<file path="src/rtl/matrix_bank_buffer.sv">
// Multi-slot row-serial matrix buffer: rows are written into independent slots, and full slots are read out as whole matrices.
// Optional column-major readout is enabled by defining MATRIX_BANK_TRANSPOSE_EN.
module matrix_bank_buffer #(
    parameter int INPUT_WIDTH = 8,
    parameter int MATRIX_SIZE = 3,
    parameter int NUM_SLOTS   = 4,
    parameter int SLOT_W      = $clog2(NUM_SLOTS)
) (
    input  logic                                        clk,
    input  logic                                        reset_n,
    input  logic                                        wr_valid,
    output logic                                        wr_ready,
    input  logic [SLOT_W-1:0]                           wr_slot,
    input  logic [INPUT_WIDTH*MATRIX_SIZE-1:0]          wr_row,
    input  logic                                        rd_req,
    output logic                                        rd_ready,
    input  logic [SLOT_W-1:0]                           rd_slot,
    input  logic                                        rd_release,
    input  logic                                        rd_transpose,
    output logic                                        rd_valid,
    output logic [INPUT_WIDTH*MATRIX_SIZE*MATRIX_SIZE-1:0] MATRIX_OUTPUT,
    output logic [NUM_SLOTS-1:0]                        slot_full,
    output logic                                        wr_drop
);
    localparam int ROW_W = INPUT_WIDTH * MATRIX_SIZE;
    localparam int OUT_W = ROW_W * MATRIX_SIZE;
    localparam int DEPTH = NUM_SLOTS * MATRIX_SIZE;
    localparam int PTR_W = (MATRIX_SIZE > 1) ? $clog2(MATRIX_SIZE) : 1;
    localparam int IDX_W = $clog2(DEPTH);

    logic [ROW_W-1:0] mem [DEPTH];
    logic [PTR_W-1:0] ptr [NUM_SLOTS];
    logic             wr_in_range;
    logic             rd_in_range;
    logic             wr_fire;
    logic             rd_fire;
    logic [IDX_W-1:0] wr_idx;
    logic [IDX_W-1:0] rd_base;
    logic [OUT_W-1:0] rd_data;

    assign wr_in_range = (int'(wr_slot) < NUM_SLOTS);
    assign rd_in_range = (int'(rd_slot) < NUM_SLOTS);
    assign wr_ready    = wr_in_range && !slot_full[wr_slot];
    assign rd_ready    = rd_in_range && slot_full[rd_slot];
    assign wr_fire     = wr_valid && wr_ready;
    assign rd_fire     = rd_req && rd_ready;

    // Out-of-range slot indices are clamped to 0 so the storage index never leaves the array.
    always_comb begin
        wr_idx  = '0;
        rd_base = '0;
        if (wr_in_range)
            wr_idx = IDX_W'(int'(wr_slot) * MATRIX_SIZE + int'(ptr[wr_slot]));
        if (rd_in_range)
            rd_base = IDX_W'(int'(rd_slot) * MATRIX_SIZE);
    end

`ifdef MATRIX_BANK_TRANSPOSE_EN
    always_comb begin
        rd_data = '0;
        for (int i = 0; i < MATRIX_SIZE; i++) begin
            for (int j = 0; j < MATRIX_SIZE; j++) begin
                if (rd_transpose)
                    rd_data[OUT_W-1-(i*MATRIX_SIZE+j)*INPUT_WIDTH -: INPUT_WIDTH] =
                        mem[int'(rd_base)+j][ROW_W-1-i*INPUT_WIDTH -: INPUT_WIDTH];
                else
                    rd_data[OUT_W-1-(i*MATRIX_SIZE+j)*INPUT_WIDTH -: INPUT_WIDTH] =
                        mem[int'(rd_base)+i][ROW_W-1-j*INPUT_WIDTH -: INPUT_WIDTH];
            end
        end
    end
`else
    logic unused_transpose;
    assign unused_transpose = rd_transpose;

    always_comb begin
        rd_data = '0;
        for (int i = 0; i < MATRIX_SIZE; i++)
            rd_data[OUT_W-1-i*ROW_W -: ROW_W] = mem[int'(rd_base)+i];
    end
`endif

    // A write to a slot that is being released in the same cycle sees the slot as full and is dropped.
    always_ff @(posedge clk or negedge reset_n) begin
        if (!reset_n) begin
            for (int k = 0; k < DEPTH; k++)
                mem[k] <= '0;
            for (int s = 0; s < NUM_SLOTS; s++)
                ptr[s] <= '0;
            slot_full     <= '0;
            MATRIX_OUTPUT <= '0;
            rd_valid      <= 1'b0;
            wr_drop       <= 1'b0;
        end else begin
            rd_valid <= rd_fire;
            wr_drop  <= wr_valid && !wr_ready;
            if (wr_fire) begin
                mem[wr_idx] <= wr_row;
                if (ptr[wr_slot] == PTR_W'(MATRIX_SIZE - 1)) begin
                    ptr[wr_slot]       <= '0;
                    slot_full[wr_slot] <= 1'b1;
                end else begin
                    ptr[wr_slot] <= ptr[wr_slot] + 1'b1;
                end
            end
            if (rd_fire) begin
                MATRIX_OUTPUT <= rd_data;
                if (rd_release) begin
                    ptr[rd_slot]       <= '0;
                    slot_full[rd_slot] <= 1'b0;
                end
            end
        end
    end
endmodule
</file>
<file path="config.mk">
export PLATFORM = sky130hd
export DESIGN_NAME = matrix_bank_buffer
export DESIGN_NICKNAME = d
export VERILOG_FILES = /design/src/rtl/matrix_bank_buffer.sv
export SDC_FILE = /design/constraint.sdc
export NUM_CORES = 1
export LEC_CHECK = 0
export BUFFER_PORTS_ARGS = -buffer_cell sky130_fd_sc_hd__buf_2
export CORE_UTILIZATION = 40
export DETAILED_ROUTE_END_ITERATION = 16
export PLACE_DENSITY = 0.59
export REMOVE_ABC_BUFFERS = 1
export SLEW_MARGIN = 20
export SYNTH_ARGS = -nofsm -noshare
export SYNTH_HDL_FRONTEND = slang
export SYNTH_SLANG_ARGS = --single-unit
</file>
<file path="constraint.sdc">
create_clock -name clk -period 3.65 [get_ports clk]
set_input_delay 0.1825 -clock clk [delete_from_list [all_inputs] [get_ports clk]]
set_output_delay 0.1825 -clock clk [all_outputs]
set_load 0.05 [all_outputs]
</file>
======== Word-level counts from Yosys, hierarchy flattened ========
Index checks and enable logic that the tools add are counted.
word-level totals
  register bits after elaboration ......... 374
  input bits .............................. 34
  output and inout port bits .............. 80
  word-level logic and storage cells ...... 98
cells by class
  add/sub/neg operators ................... 4
  multipliers ............................. 2
  order comparisons ....................... 13
  equality and inequality tests ........... 1
  muxes and demuxes ....................... 36
  bitwise operators ....................... 13
  reductions and logical operators ........ 9
operators with widths
  operator                                                                 count
  24-bit binary-select mux with 4-bit select                               3
  288-bit bitwise mux                                                      1
  24-bit two-way mux                                                       7
  24-bit demux with 4-bit select                                           1
  32-bit by 5-bit >= comparator with 1-bit output (second input constant)  3
  5-bit NOT with 32-bit output                                             2
  8-bit two-way mux                                                        4
  4-bit NOT with 32-bit output                                             1
  8-bit bitwise AND                                                        2
  4-bit two-way mux                                                        4
  8-bit NOT                                                                2
  8-bit bitwise mux                                                        1
  2-bit demux with 2-bit select                                            2
  1-bit logical AND                                                        8
  2-bit by 2-bit multiplier with 4-bit output (second input constant)      2
  2-bit two-way mux                                                        4
  3-bit >= comparator (second input constant)                              2
  2-bit by 3-bit < comparator with 1-bit output (second input constant)    2
  3-bit by 1-bit < comparator with 1-bit output (second input constant)    2
  2-bit NOT with 3-bit output                                              2
  4-bit by 1-bit adder with 5-bit output (second input constant)           1
  4-bit by 2-bit adder with 5-bit output (second input constant)           1
  5-bit >= comparator (second input constant)                              1
  5-bit by 1-bit < comparator with 1-bit output (second input constant)    1
  other kinds (13)                                                         19

======== Longest topological paths before layout ========
Gate-level depths: netlist (run 1).
  depth in word-level cells ............... 12
  gate-level depth with buffers ........... 12
  gate-level depth less buffers ........... 9

======== Worst setup path after synthesis (run 1) ========
OpenSTA, ideal clock, no wires.
  path kind ............................... register to register
  start point ............................. reg ptr[5] in the netlist's numbering
  end point ............................... reg mem[27] in the netlist's numbering
  library setup time ...................... 0.125 ns
  arrival time ............................ 3.479 ns
  data required time ...................... 3.525 ns
  setup slack ............................. 0.046 ns
  cell stages (with the launch flop) ...... 11
  path buffers ............................ 1
  period minus slack after synthesis ...... 3.604 ns
  cell sequence ........................... dfrtp_1 > mux4_1 > fa_1 > ha_1 > inv_1 > fa_1 > nand3_1 > or2_2 > nor3_4 > buf_4 > mux2_2
on the way
  word-level cells in the longest chain between the ends .. 10
  elaborated cells between the ends (all ways) .. 11
  classes of those cells .................. 1 x add/sub; 2 x order compare; 6 x mux; 1 x bitwise; 1 x reduce/logical
RTL lines
  element                                                                                                     RTL line  RTL
  start: declaration                                                                                          32        logic [PTR_W-1:0] ptr [NUM_SLOTS];
  start signal: indexed assignment                                                                            103       ptr[wr_slot] <= ptr[wr_slot] + 1'b1;
  2-bit binary-select mux with 2-bit select *                                                                 53        wr_idx = IDX_W'(int'(wr_slot) * MATRIX_SIZE + int'(ptr[wr_slot]));
  2-bit two-way mux (implied by the code) * (2 in a row)                                                      53
  4-bit by 2-bit adder with 4-bit output *                                                                    53
  4-bit NOT with 5-bit output (implied by the code) *                                                         98        mem[wr_idx] <= wr_row;
  5-bit >= comparator (implied by the code) or 5-bit by 1-bit < comparator with 1-bit output (tied branches)  98
  1-bit logical AND (implied by the code)                                                                     98
  24-bit two-way mux (implied by the code)                                                                    98
  24-bit demux with 4-bit select *                                                                            98
  288-bit bitwise mux *                                                                                       98
  end signal: indexed assignment                                                                              98
  end: declaration                                                                                            31        logic [ROW_W-1:0] mem [DEPTH];
Mark *: on every way between the ends. The rest lies on a longest branch, timed or not. The select of a mux whose other input is x is not followed.
A chain may end at the register's enable or synchronous reset.

======== Worst setup path after layout (run 1) ========
  start point ............................. reg ptr[3] in the netlist's numbering
  end point ............................... reg mem[89] in the netlist's numbering
Same word-level chain as after synthesis.

==> flow_metrics.tcl, run 1 <==
set metrics [dict create \
    outcome "finished clean" \
    num_vias 13000 \
    synth-seq-cells 374 \
    fillers 4276 \
    layout.nets 1566 \
    n_antenna_cell 0 \
    core_area_um2 49200 \
    swShare_pct 36.6 \
    hp-class "input pin to register" \
    pre_cts_ws_ns 0.0347 \
    met3WireLength_um 3110 \
    drive_gt1_share_pct 45.7 \
    p_switching_uw 7130 \
    grt_usage_pct 22.3 \
    maxSlewViolCount 0 \
    first_pass_iters 5 \
    syn_inst 1426 \
    final.setup_skew_ns 0.0168 \
    drc_errors 0 \
    grt_antenna_before_repair 3 \
    synth_flop_cell "dfrtp_1" \
    cts.path.max_buffers 3 \
    port_buffers 112 \
    final.setup.worst_slack_ns 0.0591 \
    multi_input_comb_area_um2 9860 \
    area_growth_pct 16.1 \
    cts_tree "yes" \
    root_buffer "clkbuf_16" \
    synth_top_area_cell "dfrtp_1" \
    fp-row-count 81 \
    ir_drop_v 0.000306 \
    ff_latch_area_um2 9360 \
    boundaryPins 114 \
    synth_top_area_share_pct 46.7 \
    syn_area_per_cell_um2 14.1 \
    syn_area_um2 20000 \
    fmax_mhz 278 \
    ys_async_sr_fraction_pct 100 \
    cts_made_buffers 42 \
    leakagePower_uw 0.00996 \
    dieArea_um2 51000 \
    endpoint_kind "register" \
    synth_area_leaders "dfrtp_1 47%, mux4_2 16%, mux2_2 16%, mux2i_1 2.9%, o221ai_1 2.1%" \
    cts_htree_levels 2 \
    initial_core_util_pct 40.8 \
    yosysWarningCount 0 \
    place_congestion 0.779 \
    worst_pin_slew_ns 0.812 \
    postRouteAntennaNets 0 \
    fin_crit_sh_pct 98.4 \
    met2WireLength_um 26800 \
    ys_types 41 \
    grt_pass1_vias 13200 \
    dpl.hpwl_um 33000 \
    overflow 0 \
    clkSlewWorstSetupHoldPaths_ns 0.06 \
    sequentialPowerShare_pct 38.3 \
    synth-edff-count 0 \
    power-per-cell-area_nw_per_um2 837 \
    worst-endpoint-required_ns 4.09 \
    die_w_um 226 \
    p_total_uw 19500 \
    cts_sinks 374 \
    cap_violations 0 \
    clkPwrFrac_pct 22.7 \
    highest_layer "met5" \
    critPathLaunchType "register" \
    grt_max_degree 93 \
    max-slew-margin-rel_pct 45.7 \
    finalHoldViolCount 0 \
    finalSetupViolCount 0 \
    detail_route.vias_per_cell 5.89 \
    totalWireLength_um 55500 \
    wire_per_inst_um 25.1 \
    cp.arrival_ns 4.03 \
    m1WireLength_um 23900 \
    p_int_uw 12400 \
    first_iter_violations 1069 \
    clock_latency_ns 0.56 \
    die_y_um 226 \
    crit_type "register to register" \
    fin_crit_ns 3.59 \
    crit_fanout 9 \
    grt_pass1_wl_um 84500 \
    comb_power_share_pct 39.0 \
    ys_seq_area_share_pct 46.7 \
]
cell usage after synthesis (3+ instances only):
| cell type | n |
|---|---|
| mux2_4 | 20 |
| a31oi_1 | 9 |
| o21a_1 | 23 |
| or3_1 | 24 |
| a211oi_1 | 24 |
| nand2_1 | 33 |
| buf_6 | 9 |
| buf_4 | 14 |
| clkbuf_1 | 74 |
| buf_2 | 22 |
| nand3b_1 | 4 |
| mux2_1 | 15 |
| mux2_2 | 278 |
| nand2b_1 | 4 |
| o221ai_1 | 47 |
| nor2_1 | 33 |
| dfrtp_1 | 374 |
| nor2_2 | 4 |
| ha_1 | 12 |
| a21oi_1 | 51 |
| nor2b_1 | 26 |
| a32oi_1 | 3 |
| nor2_8 | 4 |
| buf_1 | 15 |
| mux4_2 | 145 |
| o22ai_1 | 24 |
| inv_1 | 58 |
| mux2i_1 | 58 |
worst max-delay path, cell delays in order, from the launching register on:
cell and delay [ns]:
dfrtp_1 0.39, mux4_2 0.51, fa_1 0.52, ha_1 0.14, inv_1 0.05, fa_2 0.56
nand3b_1 0.12, or2_4 0.28, nor3_4 0.22, buf_12 0.15, buf_6 0.17, mux2_2 0.35
registers in the layout (all words and copies together), names as in the netlist:
signal,flops
mem,288
slot_full,4
rd_valid,1
MATRIX_OUTPUT,72
ptr,8
wr_drop,1
cell type report:
class                   instances  area share (%)
well taps                     664            3.57
clock inverters                14           0.855
inverters                      59           0.957
clock buffers                  60            5.28
flip-flops and latches        374            40.2
multi-input cells             857            42.3
repair buffers                184            6.79
per-layer routing:
metal | vias up | global-route usage, %
met5 | - | 0
met4 | 2 | 7.75
met1 | 6943 | 30.7
met2 | 397 | 35.8
met3 | 110 | 3.46
li1 | 5580 | -
path summary, 6_finish.rpt:
check                                                 to  slack (ns)  cells past startpoint                     startpoint
min                                 mem[187]$_DFFE_PN0P_        0.04                      2                     wr_row[19]
min reg2reg                MATRIX_OUTPUT[41]$_DFFE_PN0P_        0.48                      1  MATRIX_OUTPUT[41]$_DFFE_PN0P_
min in group asynchronous             mem[8]$_DFFE_PN0P_        0.18                      2                        reset_n
max reg2reg                          mem[89]$_DFFE_PN0P_        0.06                     11               ptr[3]$_DFF_PN0_
max                                  mem[89]$_DFFE_PN0P_        0.06                     11               ptr[3]$_DFF_PN0_
max in group asynchronous           mem[280]$_DFFE_PN0P_        2.50                      3                        reset_n
cell families after synthesis:
family                     Yosys count  share of synthesized area [%]
xor gates and xnor gates             1                         0.0437
AOI/OAI and AO/OA                  182                           6.29
buffers and inverters              195                           4.55
DFF                                374                           46.7
adders and majority gates           14                          0.949
and+or+nand+nor                    142                           4.08
muxes                              518                           37.4
placed cells by master (no fill, tap or decap), types with 6 or more instances in the layout:
cell	count
dfrtp_1	374
mux2_2	278
mux4_2	146
buf_2	110
inv_1	58
mux2i_1	58
a21oi_1	51
o221ai_1	47
clkbuf_16	44
nand2_1	33
nor2_1	33
buf_12	31
buf_4	28
nor2b_1	25
a211oi_1	24
o22ai_1	24
or3_1	24
o21a_1	23
mux2_4	20
mux2_1	15
clkbuf_8	10
clkinv_2	9
a31oi_1	9
dlygate4sd3_1	9
ha_1	8
clkbuf_1	8
nor2_4	6
stage by stage:
| stage | util, % | cells | TNS [ns] | cell area [µm²] | hold WS [ns] |
|---|---|---|---|---|---|
| after detailed placement | 44.1 | 2124 | 0 | 21700 | 0.194 |
| after floorplan | - | 1290 | -202.71 | 19400 | -0.113 |
| after global routing | 47.4 | 2212 | -0.157 | 23300 | 0.0391 |
| final | 47.4 | 2212 | 0 | 23300 | 0.0382 |
| after CTS | 47.2 | 2209 | 0 | 23200 | 0.000739 |
| after global placement | 44.1 | 2124 | 0 | 21700 | 0.199 |
power groups by stage:
stage / Sequential, µW / Combinational, µW / Clock, µW
after floorplan: 8360 / 4450 / 0
after global placement: 7410 / 7460 / 0
after detailed placement: 7500 / 7590 / 0
after CTS: 7440 / 7630 / 4530
after global routing: 7730 / 8130 / 4680
final: 7460 / 7590 / 4430
timing repair:
action | CTS | global route
pin swaps | 2 | 2
endpoints found under the hold margin | 90 | 0
hold buffers | 9 | 0
cloned | 1 | 1
buffers inserted | 1 | 2
endpoints found under the setup margin | 18 | 20
resized for setup | 4 | 2
Power figures use the tool's default switching activity.
==> run 2, diff against run 1 <==
--- a/config.mk
+++ b/config.mk
@@ -5,11 +5,13 @@
 export SDC_FILE = /design/constraint.sdc
 export NUM_CORES = 1
 export LEC_CHECK = 0
+export ABC_AREA = 1
 export BUFFER_PORTS_ARGS = -buffer_cell sky130_fd_sc_hd__buf_2
 export CORE_UTILIZATION = 40
 export DETAILED_ROUTE_END_ITERATION = 16
 export PLACE_DENSITY = 0.59
 export REMOVE_ABC_BUFFERS = 1
+export SETUP_SLACK_MARGIN = 0.3
 export SLEW_MARGIN = 20
 export SYNTH_ARGS = -nofsm -noshare
 export SYNTH_HDL_FRONTEND = slang
==> flow_metrics.tcl, run 2 <==
set metrics [dict create \
    outcome "finished clean" \
    comb_power_share_pct 38.2 \
    regToRegStartpoint "ptr[5]$_DFF_PN0_" \
    sequentialPowerShare_pct 39.4 \
    finalHoldViolCount 0 \
    port_buffers 112 \
    syn_area_um2 20200 \
    fmax_mhz 320 \
    grt_max_degree 194 \
    ff2ff_setup_slack_ns 0.53 \
    area_growth_pct 12.1 \
    clock_latency_ns 0.57 \
    reg_top3 "mem (288), MATRIX_OUTPUT (72), ptr (8)" \
    initial_core_util_pct 40.4 \
    fin_crit_ns 3.12 \
    cts_made_buffers 43 \
    clkPwrFrac_pct 22.4 \
    synth_top_area_share_pct 46.3 \
    synth_flop_cell "dfrtp_1" \
    cp.arrival_ns 3.55 \
    crit_type "register to register" \
    n_antenna_cell 0 \
    endpoint_kind "register" \
    layout_common_cells "1014 x nand2_1, 395 x nand3_1, 374 x dfrtp_1, 190 x o21ai_1, 174 x nor2_1" \
    cts_sinks 374 \
    drive_gt1_share_pct 8.93 \
    synth-edff-count 0 \
    tns_ns 0 \
    num_vias 18800 \
    detail_route.vias_per_cell 5.34 \
    largest_register_ffs 288 \
    wire_per_inst_um 17.8 \
    final_util_pct 45.3 \
    rsz0062_at_grt "false" \
    yosys.cell_count.top_type "nand2_1" \
    cts_tree "yes" \
    p_int_uw 10800 \
    final_common_cell "nand2_1" \
    yosysWarningCount 0 \
    syn_area_per_cell_um2 7.23 \
    clkSlewWorstSetupHoldPaths_ns 0.06 \
    first_pass_iters 6 \
    die_y_um 227 \
    worst_pin_slew_ns 1.09 \
    die_w_um 227 \
    max_stage_delay_ns 0.54 \
    dieArea_um2 51500 \
    crit_fanout 48 \
    swShare_pct 41.8 \
    hp-class "input pin to register" \
    p_switching_uw 7760 \
    cts_htree_levels 2 \
    place_congestion 0.835 \
    syn_inst 2798 \
    totalWireLength_um 62500 \
    synth_commonest_cells "1015 x nand2_1, 396 x nand3_1, 374 x dfrtp_1" \
    overflow 0 \
    ys_types 29 \
    root_buffer "clkbuf_16" \
    cap_violations 0 \
    maxSlewViolCount 0 \
    core_area_um2 50100 \
    boundaryPins 114 \
    cts.path.max_buffers 3 \
    fin_crit_sh_pct 85.5 \
    power-per-cell-area_nw_per_um2 818 \
    finalSetupViolCount 0 \
    dpl.hpwl_um 36500 \
    cts_setup_buffers 0 \
    fp-row-count 82 \
    synth_area_leaders "dfrtp_1 46%, nand2_1 19%, nand3_1 9.8%, o21ai_1 4.7%, o21ai_0 4.0%" \
    fillers 5126 \
    synth_top_area_cell "dfrtp_1" \
    largest-register "mem" \
    critPathLaunchType "register" \
    ys_seq_area_share_pct 46.3 \
    leakagePower_uw 0.0117 \
    max-slew-margin-rel_pct 27.1 \
    first_iter_violations 1769 \
    cp-startpoint "ptr[5]$_DFF_PN0_" \
    ys_async_sr_fraction_pct 100 \
    cp_cell_sequence "inv_1, o21ai_0, a21oi_1, a21oi_1, fa_1, ha_1, inv_1, fa_1, nand2_1, nor2_1, nand2_8, nand2_1, o21ai_0" \
    grt_antenna_before_repair 0 \
    worst-endpoint-required_ns 4.08 \
    ir_drop_v 0.000359 \
    final.setup_skew_ns 0.0129 \
    layout.nets 2867 \
    synth-seq-cells 374 \
    min-delay-start "rd_release" \
    grt_usage_pct 24.6 \
    drc_errors 0 \
    grt_pass1_vias 17600 \
    grt_pass1_wl_um 98000 \
    postRouteAntennaNets 0 \
    cp_slowest_cell "fa_1" \
]
[run 2: cell count changes in the layout (fill, tap and decap cells not counted), moves of 91 or more]
cell     before   now
nor2_1       33   174
o21ai_0       0   162
nand2_1      33  1014
o21ai_1       0   190
nand3_1       1   395
inv_1        58   149
mux2_2      278     0
mux4_2      146     0
[run 2: per-stage QoR]
stage          worst slack, ns  power (µW)  hold slack (ns)  cell area, µm²  std cells
5_1_grt                  0.341       20000           0.0657           22700       3516
6_report                 0.529       18500           0.0502           22700       3516
3_5_place_dp             0.321       14400            0.365           21100       3420
2_1_floorplan            -6.76       12400           -0.113           19100       2590
4_1_cts                  0.517       18700           0.0198           22700       3516
3_3_place_gp             0.420       14200            0.356           21100       3420
[run 2: power groups by stage]
| stage | clock, µW | combinational [µW] | sequential (µW) |
|---|---|---|---|
| final | 4160 | 7090 | 7310 |
| after global routing | 4400 | 8000 | 7560 |
| after CTS | 4260 | 7120 | 7300 |
| after detailed placement | 0 | 7070 | 7340 |
| after global placement | 0 | 6890 | 7300 |
| after floorplan | 0 | 3850 | 8580 |
[run 2: final timing paths]
path                                                       to  depth (start not counted)
worst max-delay path                     mem[197]$_DFFE_PN0P_                         13
worst min-delay path                         ptr[6]$_DFF_PN0_                          4
worst min register to register  MATRIX_OUTPUT[46]$_DFFE_PN0P_                          2
min in group asynchronous        MATRIX_OUTPUT[6]$_DFFE_PN0P_                          2
worst max register to register           mem[197]$_DFFE_PN0P_                         13
max in group asynchronous                mem[257]$_DFFE_PN0P_                          3
[run 2: timing repair]
action                                  CTS  global route
hold buffers                             26             0
endpoints found under the hold margin   138             0
endpoints found under the setup margin    0             1
gates resized for setup                   0             1
[run 2: logic make-up after synthesis]
family | after synthesis | share of synthesized area, %
compound gates | 442 | 11.7
buf+inv | 362 | 8.29
flops | 374 | 46.3
fa+ha+maj | 14 | 0.940
simple gates | 1606 | 32.8
[run 2: layout make-up]
type	count	area [µm²]	area share, %
sequential	374	9360	41.2
multi-input combinational	2062	9250	40.8
timing repair buffer	184	1330	5.87
clock buffer	66	1270	5.61
tap	672	841	3.71
inverter	154	589	2.60
clock inverter	4	48.8	0.215
[run 2: metal layers]
| layer | global-route usage, % | wire (µm) | vias to the layer above | part of all wire [%] |
|---|---|---|---|---|
| met5 | 0 | 0 | - | 0 |
| met4 | 8.52 | 1750 | 0 | 2.8 |
| met3 | 2.97 | 3850 | 118 | 6.2 |
| met2 | 41.2 | 29100 | 677 | 47 |
| met1 | 32.9 | 27800 | 8920 | 44 |
| li1 | - | - | 9065 | - |
[run 2: worst max-delay path, delay by kind of cell (launching register included)]
kind / cells / cell delay, ns
compound gates: 4 / 0.41
simple gates: 4 / 0.86
flops: 1 / 0.36
buf+inv: 2 / 0.14
fa+ha+maj: 3 / 1.19
==> run 3, diff against run 2 <==
--- a/config.mk
+++ b/config.mk
@@ -9,7 +9,7 @@
 export BUFFER_PORTS_ARGS = -buffer_cell sky130_fd_sc_hd__buf_2
 export CORE_UTILIZATION = 40
 export DETAILED_ROUTE_END_ITERATION = 16
-export PLACE_DENSITY = 0.59
+export PLACE_DENSITY_LB_ADDON = 0.25
 export REMOVE_ABC_BUFFERS = 1
 export SETUP_SLACK_MARGIN = 0.3
 export SLEW_MARGIN = 20
==> flow_metrics.tcl, run 3 (synthesis gave the netlist of run 2 again) <==
set metrics [dict create \
    rsz0062_at_grt "false" \
    ir_drop_v 0.000387 \
    final.setup.worst_slack_ns 0.586 \
    layout.nets 2860 \
    fin_crit_ns 3.06 \
    pre_cts_ws_ns 0.346 \
    port_buffers 112 \
    cts_htree_levels 2 \
    hold-path-cell-count 4 \
    grt_max_degree 194 \
    totalWireLength_um 61300 \
    crit_type "register to register" \
    grt_usage_pct 24.5 \
    grt_pass1_vias 18100 \
    cts_tree "yes" \
    crit_fanout 48 \
    wire_per_inst_um 17.5 \
    die_y_um 227 \
    layout_common_cells "1013 x nand2_1, 395 x nand3_1, 374 x dfrtp_1, 190 x o21ai_1, 174 x nor2_1" \
    final_common_cell "nand2_1" \
    worst-endpoint-required_ns 4.12 \
    reg_top3 "mem (288), MATRIX_OUTPUT (72), ptr (8)" \
    finalSetupViolCount 0 \
    maxSlewViolCount 0 \
    place_congestion 0.807 \
    endpoint_kind "register" \
    num_vias 18700 \
    root_buffer "clkbuf_16" \
    fp-row-count 82 \
    largest_register_ffs 288 \
    clock_latency_ns 0.57 \
    grt_antenna_before_repair 0 \
    cts_sinks 374 \
    post_cts_resized 0 \
    die_w_um 227 \
    n_antenna_cell 0 \
    ff2ff_setup_slack_ns 0.59 \
    area_growth_pct 12.3 \
    critPathLaunchType "register" \
    holdBufCountCts 27 \
    drc_errors 0 \
    power-per-cell-area_nw_per_um2 818 \
    first_pass_iters 8 \
    cts_setup_buffers 0 \
    tns_ns 0 \
    outcome "finished clean" \
    detail_route.vias_per_cell 5.31 \
    fin_crit_sh_pct 83.9 \
    final_util_pct 45.4 \
    worst_pin_slew_ns 1.03 \
    max-slew-margin-rel_pct 31.5 \
    final.setup_skew_ns 0.0122 \
    fmax_mhz 326 \
    cp.arrival_ns 3.54 \
    dieArea_um2 51500 \
    p_total_uw 18600 \
    drive_gt1_share_pct 8.79 \
    overflow 0 \
    finalHoldViolCount 0 \
    initial_core_util_pct 40.4 \
    hp-class "input pin to register" \
    stdcell_count 3515 \
    worst-r2r-cell-count 12 \
    first_iter_violations 1528 \
    cap_violations 0 \
    cts_made_buffers 43 \
    postRouteAntennaNets 0 \
    boundaryPins 114 \
    dpl.cell_count 3412 \
    clkSlewWorstSetupHoldPaths_ns 0.06 \
    dpl.hpwl_um 35700 \
    largest-register "mem" \
    cts.path.max_buffers 3 \
    grt_pass1_wl_um 98500 \
    core_area_um2 50100 \
    leakagePower_uw 0.0117 \
    fillers 5160 \
]
==> run 3: cell count changes in the layout (fill, tap and decap cells not counted), moves of 2 or more <==
cell	before	now
buf_12	12	16
buf_4	34	22
clkbuf_1	12	17
clkbuf_16	43	45
clkbuf_8	11	7
clkinv_2	3	7
ha_1	10	8
ha_2	1	3
nor2_2	3	0
nor2_4	1	4
==> run 3: power breakdown <==
group / leakage, µW / switching, µW / internal [µW]
clock network: 0.000663 / 1750 / 2470
registers: 0.00472 / 1220 / 6090
logic: 0.00635 / 4800 / 2260
total: 0.0117 / 7770 / 10800
==> run 3: metal layers <==
layer  share of wire (%)  vias to the layer above  GRT usage, %
met3                 6.3                      122          3.99
met5                   0                        -             0
met2                  46                      614          39.7
met1                  45                     8898          33.0
met4                 3.1                        0          9.00
li1                    -                     9044             -
==> run 3: layout make-up <==
type                    instances  area [µm²]  share of cell area, %
well taps                     672         841                   3.70
clock inverters                 7        60.1                  0.264
repair buffers                177        1330                   5.86
inverters                     154         589                   2.59
clock buffers                  69        1290                   5.66
flip-flops and latches        374        9360                   41.2
multi-input cells            2062        9260                   40.7
==> run 3: worst paths after layout <==
kind / startpoint / end
worst min-delay path: wr_slot[1] / wr_drop$_DFF_PN0_
worst max register to register: ptr[5]$_DFF_PN0_ / mem[220]$_DFFE_PN0P_
min in group asynchronous: reset_n / MATRIX_OUTPUT[29]$_DFFE_PN0P_
max in group asynchronous: reset_n / MATRIX_OUTPUT[8]$_DFFE_PN0P_
worst min register to register: MATRIX_OUTPUT[34]$_DFFE_PN0P_ / MATRIX_OUTPUT[34]$_DFFE_PN0P_
worst max-delay path: ptr[5]$_DFF_PN0_ / mem[220]$_DFFE_PN0P_
==> run 3: metrics by stage <==
| stage | hold WS, ns | cell area [µm²] |
|---|---|---|
| 2_1_floorplan | -0.113 | 19100 |
| 3_3_place_gp | 0.231 | 21100 |
| 3_5_place_dp | 0.242 | 21100 |
| 4_1_cts | 0.0583 | 22700 |
| 5_1_grt | 0.0818 | 22700 |
| 6_report | 0.0804 | 22700 |
==> run 3: worst max-delay path, cell delays in order (launching register included) <==
cell and delay [ns]:
dfrtp_1 0.35, inv_1 0.07, o21ai_0 0.08, a21oi_1 0.13
a21oi_1 0.08, fa_1 0.49, ha_1 0.13, inv_1 0.05
fa_1 0.54, nand2_1 0.12, nor2_1 0.20, nand2_4 0.38
o21ai_0 0.32
